$ cat config.mk
export PLATFORM = sky130hd
export DESIGN_NAME = pong_game_ctrl
export DESIGN_NICKNAME = d
export VERILOG_FILES = /design/src/rtl/pong_game_ctrl.sv
export SDC_FILE = /design/constraint.sdc
export NUM_CORES = 1
export LEC_CHECK = 0
export ABC_CLOCK_PERIOD_IN_PS = 4780
export CAP_MARGIN = 0
export CORE_MARGIN = 2
export CORE_UTILIZATION = 40
export DETAILED_ROUTE_END_ITERATION = 7
export GPL_TIMING_DRIVEN = 0
export HOLD_SLACK_MARGIN = 0.08
export PLACE_DENSITY = 0.76
export SLEW_MARGIN = 10
export SYNTH_ARGS = -nofsm -noshare
export SYNTH_HDL_FRONTEND = slang
export SYNTH_SLANG_ARGS = --single-unit
$ cat constraint.sdc
create_clock -name clk -period 4.78 [get_ports clk]
set_input_delay 0.478 -clock clk [delete_from_list [all_inputs] [get_ports clk]]
set_output_delay 0.478 -clock clk [all_outputs]
set_load 0.1 [all_outputs]
$ cat src/rtl/pong_game_ctrl.sv
// Pong frame-rate controller: owns ball position/velocity, scores and serve/play/point sequencing.
// Optional RALLY_SPEEDUP_EN: each paddle return bumps the X speed by one, saturating at MAX_SPEED.
module pong_game_ctrl #(
   parameter int SCORE_W     = 4,
   parameter int WIN_SCORE   = 11,
   parameter int SERVE_DELAY = 60,
   parameter int INIT_SPEED  = 5,
   parameter int MAX_SPEED   = 12
) (
   input  logic               clk,
   input  logic               rst,
   input  logic               frame_tick,
   input  logic               start,
   input  logic [31:0]        dimensions,
   input  logic [31:0]        phys_pos,
   input  logic [31:0]        phys_vel,
   input  logic [1:0]         phys_score,
   output logic [31:0]        ball_pos,
   output logic [31:0]        ball_vel,
   output logic [SCORE_W-1:0] score_left,
   output logic [SCORE_W-1:0] score_right,
   output logic               game_over,
   output logic [1:0]         winner,
   output logic [2:0]         state
);

   localparam logic [2:0] S_IDLE  = 3'd0;
   localparam logic [2:0] S_SERVE = 3'd1;
   localparam logic [2:0] S_PLAY  = 3'd2;
   localparam logic [2:0] S_POINT = 3'd3;
   localparam logic [2:0] S_OVER  = 3'd4;

   localparam int                 CNT_W     = $clog2(SERVE_DELAY + 1);
   localparam logic [CNT_W-1:0]   CNT_LAST  = CNT_W'(SERVE_DELAY - 1);
   localparam logic [SCORE_W-1:0] WIN       = SCORE_W'(WIN_SCORE);
   localparam logic [15:0]        INIT_V    = 16'(INIT_SPEED);
   localparam logic [15:0]        INIT_N    = 16'd0 - INIT_V;
   localparam logic [31:0]        START_VEL = {INIT_V, INIT_V};

   logic [31:0]      centre;
   logic [31:0]      serve_vel;
   logic [31:0]      play_vel;
   logic             serve_dir;
   logic [CNT_W-1:0] serve_cnt;
   logic             unused_dim;

   assign centre     = {1'b0, dimensions[31:17], 1'b0, dimensions[15:1]};
   assign unused_dim = ^{dimensions[16], dimensions[0]};
   assign serve_vel  = {serve_dir ? INIT_V : INIT_N, INIT_V};
   assign game_over  = (state == S_OVER);

`ifdef RALLY_SPEEDUP_EN
   localparam logic [15:0] MAX_V = 16'(MAX_SPEED);
   logic [15:0] px_mag, nx_mag;

   // A sign flip between stored and next X velocity means a paddle return.
   always_comb begin
      px_mag   = phys_vel[31] ? (16'd0 - phys_vel[31:16]) : phys_vel[31:16];
      nx_mag   = (px_mag >= MAX_V) ? MAX_V : px_mag + 16'd1;
      play_vel = phys_vel;
      if (phys_vel[31] != ball_vel[31])
         play_vel[31:16] = phys_vel[31] ? (16'd0 - nx_mag) : nx_mag;
   end
`else
   assign play_vel = phys_vel;
`endif

   always_ff @(posedge clk) begin
      if (rst) begin
         state       <= S_IDLE;
         score_left  <= '0;
         score_right <= '0;
         winner      <= 2'b00;
         ball_pos    <= centre;
         ball_vel    <= START_VEL;
         serve_cnt   <= '0;
         serve_dir   <= 1'b1;
      end else begin
         case (state)
            S_IDLE: begin
               if (start) begin
                  state       <= S_SERVE;
                  score_left  <= '0;
                  score_right <= '0;
                  serve_cnt   <= '0;
                  ball_pos    <= centre;
                  ball_vel    <= serve_vel;
               end else if (frame_tick) begin
                  ball_pos <= centre;
               end
            end
            S_SERVE: if (frame_tick) begin
               ball_pos <= centre;
               ball_vel <= serve_vel;
               if (serve_cnt == CNT_LAST) begin
                  serve_cnt <= '0;
                  state     <= S_PLAY;
               end else begin
                  serve_cnt <= serve_cnt + CNT_W'(1);
               end
            end
            S_PLAY: if (frame_tick) begin
               if (phys_score == 2'b00) begin
                  ball_pos <= phys_pos;
                  ball_vel <= play_vel;
               end else begin
                  state    <= S_POINT;
                  ball_pos <= centre;
                  // Simultaneous flags are a void point: no score, serve side kept.
                  if (phys_score == 2'b01) begin
                     if (score_right != WIN) score_right <= score_right + SCORE_W'(1);
                     serve_dir <= 1'b1;
                  end else if (phys_score == 2'b10) begin
                     if (score_left != WIN) score_left <= score_left + SCORE_W'(1);
                     serve_dir <= 1'b0;
                  end
               end
            end
            S_POINT: if (frame_tick) begin
               if (score_left == WIN) begin
                  state  <= S_OVER;
                  winner <= 2'b01;
               end else if (score_right == WIN) begin
                  state  <= S_OVER;
                  winner <= 2'b10;
               end else begin
                  state    <= S_SERVE;
                  ball_vel <= serve_vel;
               end
            end
            S_OVER: begin
               if (start) begin
                  state       <= S_SERVE;
                  score_left  <= '0;
                  score_right <= '0;
                  winner      <= 2'b00;
                  serve_dir   <= 1'b1;
                  serve_cnt   <= '0;
                  ball_pos    <= centre;
                  ball_vel    <= START_VEL;
               end else if (frame_tick) begin
                  ball_pos <= centre;
               end
            end
            default: state <= S_IDLE;
         endcase
      end
   end

endmodule

==> impl_metrics.yaml <==
status:
  status: "finished, final reports clean"
route:
  wire_per_inst_um: 16.3
  ant_nets: 0
  routed_wl_um: 11700
  route.detailed.drc: 0
  drt_first_pass_iters: 4
  drtIter0Drc: 201
  vias: 3838
  vias_per_cell: 5.34
sta:
  setup_viol: 0
  tightest_slew_ps: 1020
  fmax_ghz: 0.305
  holdWs_ps: 477
  period_share_pct: 68.5
  period_minus_slack_ps: 3270
  timing_hold_violations_final: 0
  slew_headroom_pct: 31.6
  slew_viol_final: 0
  setup_tns_ps: 0
  rsz0062_at_grt: "no"
  finClkSkew_ps: 10.1
critical_path:
  path_class: "flop to output port"
  cp-start-kind: "flop"
  arrival_ps: 2800
  cp_slowest_stage_delay_ps: 1260
  worst_path_max_delay_cell: "clkdlybuf4s50_1"
  cp.required_ps: 4300
  worstSetupEndpointType: "output port"
  path_cells: "buf_2 > nor3b_1 > clkdlybuf4s50_1"
  critical_path_peak_fanout: 10
  worstRegToRegCells: 6
placed_design:
  routabilityCongestion: 0.848
  port_buffers: 177
  post-dp-hpwl_um: 8720
logic_synthesis:
  synth_cells: 393
  syn-num-nets: 501
  synth_cell_types: 46
  yosysSeqAreaShare_pct: 50.0
  synth_async_sr_flop_share_pct: 0
  synthFlopType: "dfxtp_1"
  ys_warn_count: 0
  synth_top_area_cell: "dfxtp_1"
  synth-edff-count: 30
  synth_top_cell_area_share_pct: 27.3
  syn_area_per_cell_um2: 10.1
  ys_top_cells_by_area: "dfxtp_1 27%, edfxtp_1 23%, a221o_1 7.8%"
  synth_seq_cells: 84
  syn_area_um2: 3960
final_layout:
  final_cell_mix: "177 x clkdlybuf4s50_1, 54 x dfxtp_1, 42 x a21oi_1, 33 x nor2b_1, 31 x a221o_1"
  drive_gt1_share_pct: 5.46
  final_common_cell: "clkdlybuf4s50_1"
  antenna_cells: 0
  final_nets: 689
  syn2layout_area_growth_pct: 54.5
grt:
  antenna_found_initial: 0
  grt_pass1_vias: 3729
  grt_first_pass_wirelength_um: 18600
  grt_max_degree: 31
  grt_overflow: 0
  track_usage_pct: 21.3
power:
  irDropWorstVdd_mv: 0.169
  power_density_nw_per_um2: 307
  p_leak_uw: 0.00218
  power_uw: 1880
worst_hold_path:
  hold_path.class: "flop to flop"
  worstHoldPathCells: 2
clock_tree:
  cts.hold.buffers_added: 0
  ctsRootBufferMaster: "clkbuf_8"
  cts_buffer_depth: 2
  clock-sinks: 84
  insertion_delay_ps: 350
  post_cts_resized: 0
  cts_tree: "built"
  cts.htree.levels: 3
  clk_pin_slew_ps: 80
  post_cts_buffers: 0
  numCtsBuffers: 9
die:
  start_util_pct: 40.9
  rows: 36
  die_area_um2: 10700
  dieHeight_um: 104
  die_x_um: 104
  ios: 180
  fp.coreArea_um2: 9680
job:
  maxCapViolations: 0
## stage by stage
step | cells | worst slack [ps] | utilization, % | instance area, µm²
after global placement | 703 | 1720 | 60.9 | 5900
after CTS | 719 | 1540 | 63.2 | 6120
final | 719 | 1510 | 63.2 | 6120
after global routing | 719 | 1360 | 63.2 | 6120
after detailed placement | 703 | 1720 | 60.9 | 5900
after floorplan | 393 | 475 | - | 3960
## worst max-delay path, delay by kind of cell (launching register included)
kind,cells,cell delay (ps)
buf+inv,2,1530
flops,1,450
simple gates,1,470
## kinds of logic after synthesis
| family | count (synthesis) | synth area share (%) |
|---|---|---|
| compound gates | 127 | 22.3 |
| xor+xnor | 7 | 1.55 |
| fa+ha+maj | 6 | 1.90 |
| buf+inv | 39 | 4.33 |
| flops | 84 | 50.0 |
| mux | 7 | 1.77 |
| simple gates | 123 | 18.1 |
## synth_stat cells, types with 7 or more instances
library cell and n:
nand3_1 8, a21oi_1 42, clkbuf_1 22, a211oi_1 15, mux2i_1 7, nor2_1 15
dfxtp_1 54, nand2_1 17, nand4_1 17, or3_1 7, xor2_1 7, a221o_1 31
nor2b_1 33, edfxtp_1 30, o21ai_0 22
## per-layer routing
layer / part of all wire (%) / vias up / track usage, %
met1: 44 / 1769 / 27.8
met4: 2.4 / 0 / 8.01
met5: 0 / - / 0
met2: 45 / 179 / 34.0
met3: 8.5 / 25 / 5.54
li1: - / 1865 / -
## area by class of cell
cell class	count	area, µm²
Clock buffer	11	154
Multi-Input combinational cell	270	1810
Buffer	33	149
Clock inverter	5	65.1
Sequential cell	84	1980
Inverter	6	22.5
Timing Repair Buffer	177	1770
Fill cell	814	3560
Tap cell	133	166
## registers in the layout (all words and copies together) (netlist names)
signal	cells
winner	2
serve_dir	1
ball_vel	32
serve_cnt	6
ball_pos	32
score_right	4
score_left	4
state	3
## power by group
group          leakage, µW  switching [µW]  internal [µW]
clock network     0.000114             268            282
logic              0.00131             353            176
registers         0.000761            21.3            778
## final timing paths
path / slack [ps] / start / end
setup reg to reg: 2480 / state[1] / ball_vel[20]
hold / removal: 480 / winner[0] / winner[0]
setup / recovery: 1510 / state[2] / game_over
hold reg to reg: 480 / winner[0] / winner[0]
No activity file was read; power rests on OpenSTA's default activity.
